File: src/rtl/xor_pkg.sv
// -----------------------------------------------------------------------------
// xor_pkg
// Shared definitions for the XOR gate family: the checksum FSM state type and
// the default data width / frame length used by the gate-family blocks.
// No ports (package).
// -----------------------------------------------------------------------------
package xor_pkg;

    localparam int XOR_DATA_W_DEF  = 8;
    localparam int XOR_MAX_LEN_DEF = 16;

    typedef enum logic {
        ST_ACCUM = 1'b0,
        ST_HOLD  = 1'b1
    } xcs_state_e;

endpackage : xor_pkg

File: src/rtl/xor_reduce.sv
// -----------------------------------------------------------------------------
// xor_reduce
// Parametrised XOR tree producing the parity (XOR-reduce) of a DATA_W-bit word.
// Reusable by parity blocks and the gate benches.
//
// Ports:
//   i_data   [DATA_W-1:0]  word to reduce
//   o_parity               XOR of all bits of i_data
// -----------------------------------------------------------------------------
module xor_reduce #(
    parameter int DATA_W = 8
) (
    input  logic [DATA_W-1:0] i_data,
    output logic              o_parity
);

    // Pad to a power of two so every level folds cleanly in half.
    localparam int LEVELS = $clog2(DATA_W);
    localparam int LEAVES = 1 << LEVELS;

    logic [LEAVES-1:0] w_fold;

    // Fold the upper half onto the lower half each level: log2 depth tree.
    always_comb begin
        w_fold = LEAVES'(i_data);
        for (int s = LEAVES / 2; s >= 1; s = s / 2) begin
            for (int k = 0; k < s; k++) begin
                w_fold[k] = w_fold[k] ^ w_fold[k + s];
            end
        end
    end

    assign o_parity = w_fold[0];

endmodule : xor_reduce

File: src/rtl/xor_checksum_unit.sv
// -----------------------------------------------------------------------------
// xor_checksum_unit
// Streaming XOR checksum. Accumulates the bitwise XOR of every accepted word in
// a frame and, on the frame's last beat, presents checksum, parity, saturating
// beat count and overflow flag on a valid/ready result channel.
//
// Ports:
//   clk, rst                    clock, synchronous active-high reset
//   mode_odd                    parity mode (1 = odd), latched on first beat
//   in_valid/in_ready           input handshake
//   in_data [DATA_W-1:0]        input word
//   in_last                     final beat of frame
//   out_valid/out_ready         result handshake
//   out_checksum [DATA_W-1:0]   XOR of all frame words
//   out_parity                  XOR-reduce of checksum ^ latched mode
//   out_count [CNT_W-1:0]       beats in frame, saturating at MAX_LEN
//   out_overflow                frame exceeded MAX_LEN beats
// -----------------------------------------------------------------------------
module xor_checksum_unit
    import xor_pkg::*;
#(
    parameter int DATA_W  = XOR_DATA_W_DEF,
    parameter int MAX_LEN = XOR_MAX_LEN_DEF,
    parameter int CNT_W   = $clog2(MAX_LEN + 1)
) (
    input  logic              clk,
    input  logic              rst,
    input  logic              mode_odd,
    input  logic              in_valid,
    output logic              in_ready,
    input  logic [DATA_W-1:0] in_data,
    input  logic              in_last,
    output logic              out_valid,
    input  logic              out_ready,
    output logic [DATA_W-1:0] out_checksum,
    output logic              out_parity,
    output logic [CNT_W-1:0]  out_count,
    output logic              out_overflow
);

    localparam logic [CNT_W-1:0] CNT_MAX = CNT_W'(MAX_LEN);

    xcs_state_e        r_state;
    logic [DATA_W-1:0] r_acc;
    logic [CNT_W-1:0]  r_cnt;
    logic              r_ovf;
    logic              r_mode;

    logic              r_in_ready;
    logic              r_out_valid;
    logic [DATA_W-1:0] r_out_checksum;
    logic              r_out_parity;
    logic [CNT_W-1:0]  r_out_count;
    logic              r_out_overflow;

    logic [DATA_W-1:0] w_acc_next;
    logic [CNT_W-1:0]  w_cnt_next;
    logic              w_ovf_next;
    logic              w_mode_next;
    logic              w_reduce;
    logic              w_parity_next;

    // Counter stops at MAX_LEN instead of wrapping.
    function automatic logic [CNT_W-1:0] sat_inc(input logic [CNT_W-1:0] c);
        return (c == CNT_MAX) ? CNT_MAX : c + CNT_W'(1);
    endfunction

    // Next-state values for an accepted beat in ST_ACCUM.
    assign w_acc_next  = r_acc ^ in_data;
    assign w_cnt_next  = sat_inc(r_cnt);
    assign w_ovf_next  = r_ovf | (r_cnt == CNT_MAX);
    // A zero count can only mean the first beat, since the counter never wraps.
    assign w_mode_next = (r_cnt == '0) ? mode_odd : r_mode;

    xor_reduce #(
        .DATA_W (DATA_W)
    ) u_xor_reduce (
        .i_data   (w_acc_next),
        .o_parity (w_reduce)
    );

    assign w_parity_next = w_reduce ^ w_mode_next;

    always_ff @(posedge clk) begin
        if (rst) begin
            r_state        <= ST_ACCUM;
            r_acc          <= '0;
            r_cnt          <= '0;
            r_ovf          <= 1'b0;
            r_mode         <= 1'b0;
            r_in_ready     <= 1'b1;
            r_out_valid    <= 1'b0;
            r_out_checksum <= '0;
            r_out_parity   <= 1'b0;
            r_out_count    <= '0;
            r_out_overflow <= 1'b0;
        end else begin
            case (r_state)
                ST_ACCUM: begin
                    if (in_valid) begin
                        r_acc  <= w_acc_next;
                        r_cnt  <= w_cnt_next;
                        r_ovf  <= w_ovf_next;
                        r_mode <= w_mode_next;
                        if (in_last) begin
                            r_out_checksum <= w_acc_next;
                            r_out_parity   <= w_parity_next;
                            r_out_count    <= w_cnt_next;
                            r_out_overflow <= w_ovf_next;
                            r_out_valid    <= 1'b1;
                            r_in_ready     <= 1'b0;
                            r_state        <= ST_HOLD;
                        end
                    end
                end
                ST_HOLD: begin
                    // Result outputs keep their values; only valid drops.
                    if (out_ready) begin
                        r_out_valid <= 1'b0;
                        r_in_ready  <= 1'b1;
                        r_acc       <= '0;
                        r_cnt       <= '0;
                        r_ovf       <= 1'b0;
                        r_state     <= ST_ACCUM;
                    end
                end
            endcase
        end
    end

    assign in_ready     = r_in_ready;
    assign out_valid    = r_out_valid;
    assign out_checksum = r_out_checksum;
    assign out_parity   = r_out_parity;
    assign out_count    = r_out_count;
    assign out_overflow = r_out_overflow;

endmodule : xor_checksum_unit

File: config.mk
export PLATFORM = sky130hd
export DESIGN_NAME = xor_checksum_unit
export DESIGN_NICKNAME = d
export VERILOG_FILES = /design/src/rtl/xor_pkg.sv /design/src/rtl/xor_reduce.sv /design/src/rtl/xor_checksum_unit.sv
export SDC_FILE = /design/constraint.sdc
export NUM_CORES = 1
export LEC_CHECK = 0
export ABC_AREA = 1
export CORE_MARGIN = 2
export CORE_UTILIZATION = 47
export DETAILED_ROUTE_END_ITERATION = 8
export GPL_ROUTABILITY_DRIVEN = 0
export PLACE_DENSITY = 0.88
export SLEW_MARGIN = 10
export SYNTH_ARGS = -nofsm -noshare
export SYNTH_HDL_FRONTEND = slang
export SYNTH_SLANG_ARGS = --single-unit
File: constraint.sdc
create_clock -name clk -period 1.1 [get_ports clk]
set_input_delay 0.165 -clock clk [delete_from_list [all_inputs] [get_ports clk]]
set_output_delay 0.165 -clock clk [all_outputs]
set_load 0.005 [all_outputs]
==> results.sh, run 1 <==
export IMPL_status="complete, but fails checks"
export IMPL_violations="setup timing"
export IMPL_antenna_left=0
export IMPL_rows=21
export IMPL_worst_slew_pin_transition_ns=0.284
export IMPL_gr_total_overflow=0
export IMPL_fill_cells=226
export IMPL_syn_area_sq_um=1710
export IMPL_firstDrtPassIters=4
export IMPL_hold_depth=5
export IMPL_synth_distinct_cells=24
export IMPL_vdd_drop_max_uv=932
export IMPL_yosys_warnings=0
export IMPL_power_leakage_nw=1.30
export IMPL_start_util_pct=50.0
export IMPL_io_buffers=30
export IMPL_cts_htree_levels=2
export IMPL_rr_worst_depth=13
export IMPL_hpwl_microns=2830
export IMPL_hold_buffers=0
export IMPL_synth_compound_area_share_pct=13.6
export IMPL_finalMaxSlewViolations=0
export IMPL_cts_path_max_buffers=2
export IMPL_r2r_end="out_parity"
export IMPL_synth_xor_area_share_pct=1.02
export IMPL_synth_area_mux_share_pct=0
export IMPL_grt_start_max_net_pins=14
export IMPL_hp_start="in_data[4]"
export IMPL_synth_top_family_by_area="simple AND/OR/NAND/NOR gates"
export IMPL_dp_cells=353
export IMPL_routed_wl_microns=5270
export IMPL_dieArea_sq_um=4140
export IMPL_fmax_ghz=0.733
export IMPL_route_detailed_drc=0
export IMPL_ys_ff_latch=33
export IMPL_synth_seq_area_share_pct=38.7
export IMPL_syn_inst=259
export IMPL_utilization_pct=79.6
export IMPL_r2r_setup_slack_ns=-0.26
export IMPL_layout_drive_gt1_share_pct=45.9
export IMPL_maxCapViolCount=0
export IMPL_grtUsageTotal_pct=21.4
export IMPL_r2r_start="r_acc[5]"
export IMPL_area_growth_pct=59.0
export IMPL_io_pins=31
export IMPL_period_needed_ns=1.36
export IMPL_cts_made_buffers=5
export IMPL_via_count=1901
export IMPL_antenna_found_initial=0
export IMPL_synth_fp_nets=275
export IMPL_critPathArrivalTime_ns=1.62
export IMPL_avgSynthCellArea_sq_um=6.60
export IMPL_holdPathEnd="r_acc[4]"
export IMPL_path_class="reg2reg"
export IMPL_wl_per_cell_microns=14.0
export IMPL_critical_path_max_fanout=4
export IMPL_skew_ns=0.0135
export IMPL_hold_violations=0
export IMPL_relSlewSlack_pct=81.0
export IMPL_power_density_nw_per_um2=1070
export IMPL_place_area_sq_um=2260
export IMPL_stdcell_count=375
export IMPL_synth_simple_area_share_pct=34.2
export IMPL_grt_pass1_vias=1667
export IMPL_die_y_microns=64.3
export IMPL_crit_path_end_kind="flip-flop"
export IMPL_synth_fa_ha_area_share_pct=1.46
export IMPL_setup_ws_ns=-0.264
export IMPL_clk_pin_slew_ns=0.11
export IMPL_core_area_sq_um=3420
export IMPL_clk_latency_ns=0.35
export IMPL_rsz0062_at_grt="yes"
export IMPL_p_total_mw=2.90
export IMPL_dieWidth_microns=64.3
export IMPL_diodes=0
export IMPL_finalSetupViolCount=21
export IMPL_required_ns=1.36
export IMPL_grt_pass1_wl_microns=6870
export IMPL_fin_area_sq_um=2720
export IMPL_drt_iter0_markers=79
export IMPL_critPathLaunchType="flip-flop"
export IMPL_cts_sinks=33
export IMPL_root_buffer="clkbuf_4"
export IMPL_hp_class="in2reg"
export IMPL_avgViaCountPerCell=5.07
export IMPL_cts_tree="yes"
export IMPL_fin_nets=344
export IMPL_tns_ns=-1.64
export IMPL_fin_crit_sh_pct=124
[sequential cells by signal, summed over array words and instances, names as in the netlist]
| register | count |
|---|---|
| r_mode | 1 |
| out_overflow | 1 |
| out_count | 5 |
| r_state | 1 |
| out_checksum | 8 |
| out_parity | 1 |
| in_ready | 1 |
| r_ovf | 1 |
| r_acc | 8 |
| out_valid | 1 |
| r_cnt | 5 |
[metal layers]
layer / part of all wire [%] / GRT usage [%]
met5: 0 / 0
met4: 2.8 / 6.91
met3: 4.0 / 5.28
met2: 57 / 42.2
met1: 37 / 21.6
[area by class of cell]
| cell class | count | area [sq um] | area share (%) |
|---|---|---|---|
| clock buffers | 6 | 41.3 | 1.52 |
| clock inverters | 2 | 10.0 | 0.368 |
| inverters | 39 | 159 | 5.85 |
| multi-input cells | 180 | 1040 | 38.3 |
| flip-flops and latches | 33 | 707 | 26.0 |
| well taps | 46 | 57.6 | 2.12 |
| repair buffers | 69 | 702 | 25.8 |
[critical path: stages (launching register included)]
cell and delay (ns):
dfxtp_2 0.39, inv_2 0.06, nand2_1 0.07, nand2_1 0.08
nand2_1 0.10, nand2_2 0.08, inv_2 0.06, nand2_1 0.04
nand2_1 0.07, nand2_2 0.06, nand3_1 0.07, nand3_1 0.07
nand2_1 0.07, inv_1 0.04
[cells in the mapped netlist]
master	n	share of area, %
nand2_1	97	21
dfxtp_1	33	39
inv_1	26	5.7
nor2_1	19	4.2
a21oi_1	18	5.3
inv_2	12	2.6
nand2_2	12	4.4
o21ai_0	10	2.9
a211oi_2	5	3.7
nand3_1	4	1.2
a211oi_1	3	1.3
buf_2	3	0.88
nand4_1	3	1.1
buf_1	2	0.44
ha_1	2	1.5
xor2_1	2	1.0
and3_1	1	0.37
buf_4	1	0.44
buf_6	1	0.66
clkinv_2	1	0.29
nand2_4	1	0.66
nor2_4	1	0.66
o211ai_1	1	0.44
or2_2	1	0.37
[cells in the final DEF, fill, tap and decap left out, types with 2 or more instances in the layout]
master,synthesis,layout
a211oi_1,3,2
a211oi_2,5,6
a21oi_1,18,10
a21oi_2,0,8
buf_12,0,3
buf_4,1,26
buf_6,1,7
clkbuf_4,0,5
clkdlybuf4s15_1,0,13
clkdlybuf4s50_1,0,11
clkinv_2,1,2
dfxtp_1,33,4
dfxtp_2,0,25
dfxtp_4,0,4
dlygate4sd2_1,0,4
dlymetal6s2s_1,0,2
ha_4,0,2
inv_1,26,24
inv_2,12,12
inv_4,0,2
nand2_1,97,78
nand2_2,12,29
nand2_4,1,3
nand3_1,4,3
nand4_1,3,3
nor2_1,19,12
nor2_2,0,3
nor2_4,1,5
o21ai_0,10,3
o21ai_1,0,6
xor2_2,0,2
[cells by family (layout without fill, tap and decap cells)]
| group | after synthesis | in the layout |
|---|---|---|
| AO/OA/AOI/OAI | 37 | 37 |
| AND/OR/NAND/NOR | 139 | 139 |
| buffers and inverters | 46 | 116 |
| flip-flops | 33 | 33 |
| XOR/XNOR | 2 | 2 |
| adder cells (fa/ha/maj) | 2 | 2 |
[per-stage QoR]
step | worst slack (ns) | hold slack (ns)
floorplan | -0.0276 | 0.328
global placement | -0.454 | 0.451
detailed placement | -0.502 | 0.455
CTS | -0.157 | 0.463
global route | -0.383 | 0.261
finish | -0.264 | 0.246
[how the worst max path moves through the flow]
stage	startpoint	to	slack, ns	cells past startpoint
floorplan	r_acc[1]	out_parity	-0.03	14
global placement	in_data[5]	out_parity	-0.45	14
detailed placement	in_data[5]	out_parity	-0.50	14
global route	r_acc[5]	out_parity	-0.38	13
finish	r_acc[5]	out_parity	-0.26	13
CTS	r_acc[0]	out_parity	-0.16	14
[power breakdown]
part	leakage, nW	internal, mW	switching (mW)
Sequential	0.283	1.28	0.0676
Clock	0.0320	0.243	0.431
Combinational	0.990	0.430	0.444
[what timing repair did]
| item | CTS | global route |
|---|---|---|
| setup endpoints to repair | 27 | 42 |
| setup buffers | 3 | 9 |
| pin swaps | 11 | 33 |
| resized for setup | 50 | 73 |
| gates cloned | 1 | 1 |
No activity file was read; power rests on OpenSTA's default activity.
==> run 2: changes to the inputs <==
--- a/config.mk
+++ b/config.mk
@@ -11,6 +11,8 @@
 export DETAILED_ROUTE_END_ITERATION = 8
 export GPL_ROUTABILITY_DRIVEN = 0
 export PLACE_DENSITY = 0.88
+export RECOVER_POWER = 25
+export SKIP_CTS_REPAIR_TIMING = 1
 export SLEW_MARGIN = 10
 export SYNTH_ARGS = -nofsm -noshare
 export SYNTH_HDL_FRONTEND = slang
==> results.sh, run 2 (same netlist as run 1, synthesis figures left out) <==
export IMPL_root_buffer="clkbuf_4"
export IMPL_finalSetupViolCount=18
export IMPL_area_growth_pct=53.7
export IMPL_fin_nets=338
export IMPL_die_y_microns=64.3
export IMPL_cts_path_max_buffers=2
export IMPL_fmax_ghz=0.756
export IMPL_dieArea_sq_um=4140
export IMPL_diodes=0
export IMPL_grt_pass1_wl_microns=6200
export IMPL_crit_buf_inv=3
export IMPL_violations="setup timing"
export IMPL_dieWidth_microns=64.3
export IMPL_critPathMaxStageDelay_ns=0.38
export IMPL_pwr_share_clk_pct=23.9
export IMPL_final_common_cell="nand2_1"
export IMPL_worst_slew_pin_transition_ns=0.265
export IMPL_via_count=1859
export IMPL_start_util_pct=50.0
export IMPL_share_comb_of_total_power_pct=28.4
export IMPL_core_area_sq_um=3420
export IMPL_hold_slack_ns=0.242
export IMPL_clk_latency_ns=0.35
export IMPL_switchingPower_uw=900
export IMPL_antenna_found_initial=0
export IMPL_gr_total_overflow=0
export IMPL_hp_class="in2reg"
export IMPL_cts_made_buffers=5
export IMPL_relSlewSlack_pct=82.3
export IMPL_io_buffers=30
export IMPL_cts_tree="yes"
export IMPL_cts_htree_levels=2
export IMPL_power_density_nw_per_um2=1070
export IMPL_p_int_mw=1.91
export IMPL_period_needed_ns=1.32
export IMPL_r2r_start="r_cnt[1]"
export IMPL_cts_sinks=33
export IMPL_critPathLaunchType="flip-flop"
export IMPL_status="complete, but fails checks"
export IMPL_critPathArrivalTime_ns=1.56
export IMPL_antenna_left=0
export IMPL_routed_wl_microns=4770
export IMPL_r2r_end="r_mode"
export IMPL_slowest_stage="dfxtp_4"
export IMPL_hold_depth=5
export IMPL_crit_path_end_kind="flip-flop"
export IMPL_avgViaCountPerCell=5.04
export IMPL_route_detailed_drc=0
export IMPL_grt_pass1_vias=1525
export IMPL_cpLargestDelayFamily="flip-flops"
export IMPL_grt_start_max_net_pins=14
export IMPL_p_sw_share_pct=32.0
export IMPL_vdd_drop_max_uv=897
export IMPL_hold_violations=0
export IMPL_hp_start="in_data[4]"
export IMPL_rows=21
export IMPL_setup_ws_ns=-0.222
export IMPL_io_pins=31
export IMPL_power_frac_seq_pct=47.7
export IMPL_maxCapViolCount=0
export IMPL_grtUsageTotal_pct=19.2
export IMPL_layout_common_cells="82 x nand2_1, 27 x nand2_2, 25 x buf_4"
export IMPL_hpwl_microns=2830
export IMPL_r2r_setup_slack_ns=-0.22
export IMPL_rsz0062_at_grt="yes"
export IMPL_wl_per_cell_microns=12.9
export IMPL_fill_cells=243
export IMPL_skew_ns=0.0127
export IMPL_fin_crit_sh_pct=120
export IMPL_power_leakage_nw=1.47
export IMPL_drt_iter0_markers=125
export IMPL_clk_pin_slew_ns=0.11
export IMPL_rr_worst_depth=9
export IMPL_required_ns=1.34
export IMPL_layout_drive_gt1_share_pct=39.6
export IMPL_p_total_mw=2.81
export IMPL_path_cells="inv_2, ha_4, nand4_1, nand2_1, o21ai_2, inv_1, nand2_1, o211ai_1, inv_1"
export IMPL_finalMaxSlewViolations=0
export IMPL_firstDrtPassIters=5
export IMPL_holdPathEnd="r_acc[4]"
export IMPL_path_class="reg2reg"
export IMPL_critical_path_max_fanout=4
[run 2: power by group through the flow]
stage / logic [mW] / clock network (mW) / registers, mW
after global placement: 0.666 / 0 / 1.36
after floorplan: 0.387 / 0 / 1.36
after CTS: 0.690 / 0.675 / 1.33
final: 0.799 / 0.673 / 1.34
after global routing: 0.883 / 0.711 / 1.35
after detailed placement: 0.685 / 0 / 1.36
[run 2: per-stage QoR]
step | setup TNS, ns | worst slack [ns] | utilization [%] | instance area, sq um | cells
finish | -1.12 | -0.222 | 76.9 | 2630 | 369
global route | -2.40 | -0.331 | 76.9 | 2630 | 369
CTS | -4.97 | -0.293 | 67.8 | 2310 | 361
detailed placement | -8.14 | -0.502 | 66.3 | 2260 | 353
global placement | -7.28 | -0.454 | 66.3 | 2260 | 353
floorplan | -0.0276 | -0.0276 | - | 1730 | 259
[run 2: worst min-delay path, cell delays in order]
cell	delay [ns]
dlymetal6s2s_1	0.15
nand2_2	0.08
nand2_2	0.06
nand2_1	0.05
a21oi_1	0.06
[run 2: per-layer routing]
metal  track usage, %  part of all wire, %  vias up  wire length (microns)
li1                 -                    -      922                      -
met1             20.5                   39      877                   1850
met2             36.5                   55       49                   2610
met3             4.75                  4.6       11                    220
met4             6.38                  1.7        0                     81
met5                0                    0        -                      0
[run 2: worst max path at each step]
stage               start          to  slack, ns  cells past startpoint
2_1_floorplan    r_acc[1]  out_parity      -0.03                     14
3_3_place_gp   in_data[5]  out_parity      -0.45                     14
3_5_place_dp   in_data[5]  out_parity      -0.50                     14
4_1_cts        out_parity  out_parity      -0.29                      1
5_1_grt          r_acc[5]  out_parity      -0.33                     14
6_report         r_cnt[1]      r_mode      -0.22                      9
[run 2: cell type report]
class | instances | area [sq um] | share of cell area (%)
sequential | 33 | 701 | 26.7
clock inverter | 2 | 10.0 | 0.381
clock buffer | 6 | 41.3 | 1.57
inverter | 39 | 159 | 6.05
multi-input combinational | 180 | 987 | 37.6
tap | 46 | 57.6 | 2.19
timing repair buffer | 63 | 671 | 25.5
